<file path="config.mk">
export PLATFORM = sky130hd
export DESIGN_NAME = eng_wrapper_flat
export DESIGN_NICKNAME = d
export VERILOG_FILES = /design/src/rtl/eng_wrapper_pkg.sv /design/src/rtl/eng_wrapper_if.sv /design/src/rtl/eng_wrapper_run_counter.sv /design/src/rtl/eng_wrapper.sv /design/src/flat_wrapper.sv
export SDC_FILE = /design/constraint.sdc
export NUM_CORES = 1
export LEC_CHECK = 0
export CORE_AREA = 4 4 41 43
export CTS_CLUSTER_SIZE = 16
export DETAILED_ROUTE_END_ITERATION = 12
export DIE_AREA = 0 0 45 47
export PLACE_DENSITY = 0.54
export SYNTH_ARGS = -nofsm -noshare
export SYNTH_HDL_FRONTEND = slang
export SYNTH_HIERARCHICAL = 1
export SYNTH_SLANG_ARGS = --single-unit
</file>
<file path="constraint.sdc">
create_clock -name clk -period 2.5 [get_ports clk]
set_input_delay 0.5 -clock clk [delete_from_list [all_inputs] [get_ports clk]]
set_output_delay 0.5 -clock clk [all_outputs]
set_load 0.005 [all_outputs]
</file>
<file path="src/rtl/eng_wrapper_pkg.sv">
// eng_wrapper_pkg: shared types and defaults for the engine sequencing controller.
//   state_t           - controller state encoding
//   DEF_NUM_RUNS      - default number of engine runs per request
//   DEF_BUSY_TIMEOUT  - default busy watchdog length in cycles (ENG_TIMEOUT_EN builds)
package eng_wrapper_pkg;

    localparam int DEF_NUM_RUNS     = 4;
    localparam int DEF_BUSY_TIMEOUT = 16;

    typedef enum logic [2:0] {
        IDLE,
        WAIT_REL,
        INIT,
        LAUNCH,
        WAIT_BUSY,
        WAIT_READY,
        NEXT,
        FINISH
    } state_t;

endpackage

</file>
<file path="src/rtl/eng_wrapper_if.sv">
// eng_wrapper_if: user/engine handshake bundle of the sequencing controller.
//   start     - user request level (master -> slave)
//   eng_done  - engine ready, low while busy (master -> slave)
//   done      - all runs complete (slave -> master)
//   eng_start - one-cycle engine launch pulse (slave -> master)
//   inc_count - one-cycle pulse after each completed run (slave -> master)
//   rst_count - one-cycle pulse clearing run counters (slave -> master)
// The controller uses the slave modport; the user/engine side uses master.
interface eng_wrapper_if;

    logic start;
    logic eng_done;
    logic done;
    logic eng_start;
    logic inc_count;
    logic rst_count;

    modport master (
        output start, eng_done,
        input  done, eng_start, inc_count, rst_count
    );

    modport slave (
        input  start, eng_done,
        output done, eng_start, inc_count, rst_count
    );

endinterface

</file>
<file path="src/rtl/eng_wrapper_run_counter.sv">
// run_counter: synchronous clear/increment counter with terminal-count flag.
//   clk, rst - clock, asynchronous active-high reset
//   clr      - synchronous clear (wins over inc)
//   inc      - increment by one
//   tc       - high while the count equals TERM
module run_counter #(
    parameter int W    = 3,
    parameter int TERM = 0
) (
    input  logic clk,
    input  logic rst,
    input  logic clr,
    input  logic inc,
    output logic tc
);

    logic [W-1:0] count;

    always_ff @(posedge clk or posedge rst) begin
        if (rst)
            count <= '0;
        else if (clr)
            count <= '0;
        else if (inc)
            count <= count + W'(1);
    end

    assign tc = (count == W'(TERM));

endmodule

</file>
<file path="src/rtl/eng_wrapper.sv">
// eng_wrapper: runs an external engine NUM_RUNS times per user request.
//   clk, rst - system clock, asynchronous active-high reset
//   bus      - eng_wrapper_if.slave: start/eng_done in; done/eng_start/
//              inc_count/rst_count out (all Moore-decoded from state)
// Optional build macro ENG_TIMEOUT_EN adds a BUSY_TIMEOUT-cycle watchdog on
// WAIT_BUSY; a run whose engine never drops eng_done is then treated as done.
//
// state      | meaning
// IDLE       | waiting for start
// WAIT_REL   | start seen, waiting for its release
// INIT       | rst_count pulse, run count cleared
// LAUNCH     | eng_start pulse
// WAIT_BUSY  | waiting for engine to go busy (eng_done low)
// WAIT_READY | waiting for engine to finish (eng_done high)
// NEXT       | inc_count pulse, run count advanced
// FINISH     | done held until the next start
module eng_wrapper
    import eng_wrapper_pkg::*;
#(
    parameter int NUM_RUNS = DEF_NUM_RUNS,
    parameter int CNT_W    = $clog2(NUM_RUNS + 1)
`ifdef ENG_TIMEOUT_EN
    , parameter int BUSY_TIMEOUT = DEF_BUSY_TIMEOUT
`endif
) (
    input  logic          clk,
    input  logic          rst,
    eng_wrapper_if.slave  bus
);

    state_t state;
    state_t state_nxt;
    logic   last_run;
    logic   busy_expired;

    // Terminal compare sits on the pre-increment value in NEXT, so the
    // counter tops out at NUM_RUNS and never wraps.
    run_counter #(
        .W    (CNT_W),
        .TERM (NUM_RUNS - 1)
    ) u_runs (
        .clk (clk),
        .rst (rst),
        .clr (state == INIT),
        .inc (state == NEXT),
        .tc  (last_run)
    );

`ifdef ENG_TIMEOUT_EN
    // Held clear outside WAIT_BUSY, so it reads 0 on the first busy-wait
    // cycle and flags on the BUSY_TIMEOUT-th.
    run_counter #(
        .W    ($clog2(BUSY_TIMEOUT + 1)),
        .TERM (BUSY_TIMEOUT - 1)
    ) u_wdog (
        .clk (clk),
        .rst (rst),
        .clr (state != WAIT_BUSY),
        .inc (state == WAIT_BUSY),
        .tc  (busy_expired)
    );
`else
    assign busy_expired = 1'b0;
`endif

    always_ff @(posedge clk or posedge rst) begin
        if (rst)
            state <= IDLE;
        else
            state <= state_nxt;
    end

    always_comb begin
        state_nxt = state;
        case (state)
            IDLE:       if (bus.start)                     state_nxt = WAIT_REL;
            WAIT_REL:   if (!bus.start)                    state_nxt = INIT;
            INIT:                                          state_nxt = LAUNCH;
            LAUNCH:                                        state_nxt = WAIT_BUSY;
            WAIT_BUSY:  if (!bus.eng_done || busy_expired) state_nxt = WAIT_READY;
            WAIT_READY: if (bus.eng_done)                  state_nxt = NEXT;
            NEXT:       state_nxt = last_run ? FINISH : LAUNCH;
            FINISH:     if (bus.start)                     state_nxt = WAIT_REL;
            default:                                       state_nxt = IDLE;
        endcase
    end

    assign bus.rst_count = (state == INIT);
    assign bus.eng_start = (state == LAUNCH);
    assign bus.inc_count = (state == NEXT);
    assign bus.done      = (state == FINISH);

endmodule

</file>
<file path="src/flat_wrapper.sv">
// flat-port wrapper written by rule: the top's interface ports become plain ports
module eng_wrapper_flat import eng_wrapper_pkg::*;
#(
    parameter int NUM_RUNS = DEF_NUM_RUNS,
    parameter int CNT_W    = $clog2(NUM_RUNS + 1)

)
  (clk, rst, bus_start, bus_eng_done, bus_done, bus_eng_start, bus_inc_count, bus_rst_count);
  eng_wrapper_if bus_i ();
  input  logic clk;
  input  logic rst;
  input wire logic [$bits(bus_i.start)-1:0] bus_start;
  input wire logic [$bits(bus_i.eng_done)-1:0] bus_eng_done;
  output wire logic [$bits(bus_i.done)-1:0] bus_done;
  output wire logic [$bits(bus_i.eng_start)-1:0] bus_eng_start;
  output wire logic [$bits(bus_i.inc_count)-1:0] bus_inc_count;
  output wire logic [$bits(bus_i.rst_count)-1:0] bus_rst_count;
  assign bus_i.start = bus_start;
  assign bus_i.eng_done = bus_eng_done;
  assign bus_done = bus_i.done;
  assign bus_eng_start = bus_i.eng_start;
  assign bus_inc_count = bus_i.inc_count;
  assign bus_rst_count = bus_i.rst_count;
  eng_wrapper #(.NUM_RUNS(NUM_RUNS), .CNT_W(CNT_W)) u_core (.clk(clk), .rst(rst), .bus(bus_i));
endmodule
</file>
## Yosys cells after proc, flatten, opt, wreduce, memory -nomap -nowiden

Cells that the tools add are included.
W data, S select, Z words.

| storage, ports and cells | value |
|---|---|
| bits in registers | 6 |
| logic and storage cells | 27 |
| output and inout bits | 4 |
| bits of input ports | 4 |

| cells by class | value |
|---|---|
| muxes and demuxes | 8 |
| add/sub/neg operators | 1 |
| reductions and logical operators | 4 |
| equality and inequality tests | 12 |

Operators with widths:

| cell | number |
|---|---|
| $mux W3 | 7 |
| $pmux W3 S7 | 1 |
| $eq A3 B3 Y1 const B | 4 |
| $eq A3 B2 Y1 const B | 3 |
| $ne A2 B2 Y1 const B | 3 |
| $reduce_and A4 Y1 | 1 |
| $add A3 B1 Y3 const B | 1 |
| $eq A3 B1 Y1 const B | 1 |
| $logic_not A3 Y1 | 1 |
| $ne A2 B1 Y1 const B | 1 |
| $reduce_bool A2 Y1 | 1 |
| $reduce_or A2 Y1 | 1 |

## Depth between registers and ports, before layout

Gate-level depths: netlist (run 1).

| depth | value |
|---|---|
| depth after elaboration | 4 |
| mapped depth | 4 |

## By module

The synthesis (run 1) kept the hierarchy.

By module, submodules not included:

| module | instances | sequential area each (um^2) | area each (um^2) | cells each |
|---|---|---|---|---|
| eng_wrapper | 1 | 75.1 | 166.4 | 20 |
| run_counter | 1 | 75.1 | 145.1 | 13 |

## Worst setup path after synthesis (run 1)

Ideal clock, no wire load.

| timing | value |
|---|---|
| kind | flip-flop to output port |
| start | register u_core.state[2] |
| end | output bus_inc_count |
| stages on the path, launching flop included | 3 |
| arrival time | 0.968 ns |
| required time | 2.000 ns |
| slack | 1.032 ns |
| cell sequence | dfrtp_1 inv_1 nor3_1 |

| on the way | value |
|---|---|
| cells in the longest elaborated chain, start to end | 1 |

Ends and longest elaborated chain:

| element | line | text |
|---|---|---|
| start: declaration | eng_wrapper.sv:31 | `state_t state;` |
| start signal: assignment | eng_wrapper.sv:70 | `state <= state_nxt;` |
| $eq A3 B3 Y1 | eng_wrapper.sv:90 | `assign bus.inc_count = (state == NEXT);` |
| end: declaration | flat_wrapper.sv:16 | `output wire logic [$bits(bus_i.inc_count)-1:0] bus_inc_count;` |

Every way passes these cells.

## Worst setup path in the final report (run 1)

| timing | value |
|---|---|
| start | register u_core.state[1] |
| end | output bus_rst_count |

| on the way | value |
|---|---|
| cells in the longest elaborated chain, start to end | 1 |

Ends and longest elaborated chain:

| element | line | text |
|---|---|---|
| $eq A3 B2 Y1 | eng_wrapper.sv:88 | `assign bus.rst_count = (state == INIT);` |
| end: declaration | flat_wrapper.sv:17 | `output wire logic [$bits(bus_i.rst_count)-1:0] bus_rst_count;` |

Every way passes these cells.

==> flow_summary.ini, run 1 <==
[placement]
placedCellCount = 56
gp_congestion = 0.640
place.port_buffers = 7
dp_hpwl_microns = 456

[timing]
fmax_mhz = 468
whs_ps = 455
fin_crit_sh = 0.855
period_needed_ps = 2140
finalHoldViolCount = 0
tightest_slew_ps = 396
finalMaxSlewViolations = 0
finalClockSkew_ps = 0.942
setup_viol = 0
max_slew_margin = 0.734
rsz0062_at_grt = no
fin_tns_setup_ps = 0

[clock_tree]
cts_buffer_depth = 2
hold_buffers = 0
cts_root_buf = clkbuf_4
cts.clk_slew.worst_paths_ps = 40
clock_sinks = 6
cts_setup_buffers = 0
cts_buffers = 3
h-tree-depth = 1
cts-resized-gates = 0
tritoncts = built
insertion_delay_ps = 230

[worst_setup_path]
slowest_stage = clkdlybuf4s50_1
end_kind = primary output
crit_chain = inv_1 > nor3_1 > clkdlybuf4s50_1
crit_path_start = u_core/state[1]
r2r_start = u_core/state[2]
cpPeakStageDelay_ps = 580
path_max_fanout = 5
crit_type = reg2out
startpoint_type = flip-flop
cp.arrival_ps = 1640
cp.required_ps = 2000

[pwr]
ir_drop_v = 0.000414
pwr_density_cell_nw_per_um2 = 1140
pwr-share-seq = 0.388
p_comb_frac = 0.443
total_power_mw = 0.489
p_sw_frac = 0.359
leakage_nw = 0.199
switchingPower_mw = 0.176
internal_power_mw = 0.313
clkPwrFrac = 0.169

[die]
ios = 8
fp.coreArea_sq_um = 1300
die_w_microns = 45
dieArea_sq_um = 2120
die_h_microns = 47
start_util = 0.239
core.rowCount = 13

[run]
max_cap_viol_count = 0

[synthesis]
ys_seq_area_frac = 0.482
synth.avg_cell_area_sq_um = 9.44
syn_area_sq_um = 312
ys_warn_count = 6
syn_nets = 39
synthArstFlopShare = 1.00
ys_types = 17
ys.flop_type = dfrtp_1
synthCells = 33
synth_seq_cells = 6
synth-edff-count = 0

[route]
wl_per_cell_microns = 9.47
route.detailed.drc = 0
drt_wl_total_microns = 559
firstDrtPassIters = 3
viasPerCell = 4.19
first_iter_violations = 3
detail-route-antenna-nets = 0
via_count = 247

[final_layout]
drive_gt1_frac = 0.114
final_cells = 59
syn_to_final_growth_pct = 38.2
utilization = 0.331
diodes = 0
nets = 52

[global_route]
antenna_found_initial = 0
track_usage = 0.0620
grt_pass1_vias = 242
grt_pass1_wl_microns = 869
grt_overflow = 0
grt_max_degree = 8

[worst_hold_path]
min_path_type = in2async

[run_status]
status = completed
==> synth_stat cells (all sizes together) (2+ instances only) <==
master	number	area share
a21oi	3	0.060
dfrtp	6	0.48
ha	2	0.080
inv	5	0.060
nor2	5	0.060
nor3	2	0.032
==> final timing paths <==
path | to | slack (ps) | cells after the start
hold reg to reg | u_core/state[2] | 480 | 1
setup / recovery | bus_rst_count | 360 | 3
setup reg to reg | u_core/u_runs/count[1] | 1140 | 5
min in group clk | u_core/state[2] | 480 | 1
max in group asynchronous | u_core/state[1] | 1920 | 2
hold / removal | u_core/u_runs/count[2] | 450 | 2
==> layout by cell type (no fill, tap or decap), drive strengths merged, types with 2 or more instances in the layout <==
cell,instances
clkdlybuf4s50,7
ha,2
inv,5
a21oi,3
nor3,2
clkbuf,3
dfrtp,6
nor2,5
==> routing by layer <==
layer,part of all wire,up-vias,GRT usage
li1,-,133,-
met1,0.47,110,0.0741
met2,0.48,4,0.0791
met3,0.050,0,0.0230
met4,0,0,0.0702
met5,0,-,0
==> logic make-up (layout without fill, tap and decap cells) <==
group	Yosys count	count (layout)	share of synthesized area
adders and majority gates	2	2	0.0803
and+or+nand+nor	11	11	0.165
muxes	1	1	0.0321
xor gates and xnor gates	1	1	0.0281
DFF	6	6	0.482
buffers and inverters	5	16	0.0602
AOI/OAI and AO/OA	7	7	0.153
==> final cells by class <==
class,count,area [sq um]
clock buffer,3,22.5
fill,146,871
inverter,5,18.8
multi-input combinational,22,143
sequential,6,150
tap,15,18.8
timing repair buffer,8,77.6
==> stage by stage <==
step / setup slack (ps) / instance area [sq um]
floorplan: 1030 / 312
global placement: 613 / 408
detailed placement: 580 / 408
CTS: 327 / 430
global route: 239 / 430
finish: 363 / 430
==> critical path: cells and delay by family (launching register included) <==
kind          cells  cell delay, ps
simple gates      1             380
buf+inv           2             670
flops             1             350
==> power groups by stage <==
stage	clock network [mW]	registers, mW	logic, mW
6_report	0.0826	0.190	0.217
5_1_grt	0.0952	0.198	0.250
4_1_cts	0.0874	0.190	0.222
3_5_place_dp	0	0.191	0.220
3_3_place_gp	0	0.192	0.221
2_1_floorplan	0	0.181	0.141
==> flip-flops by register name (all words and copies together) (netlist names) <==
name and cells:
u_core/u_runs/count 3, u_core/state 3
No activity file was read; power rests on OpenSTA's default activity.
==> run 2, diff against run 1 <==
- CAP_MARGIN: default -> 5
==> results of run 2 <==
No change in the layout: final DEF, timing and power equal those of run 1.
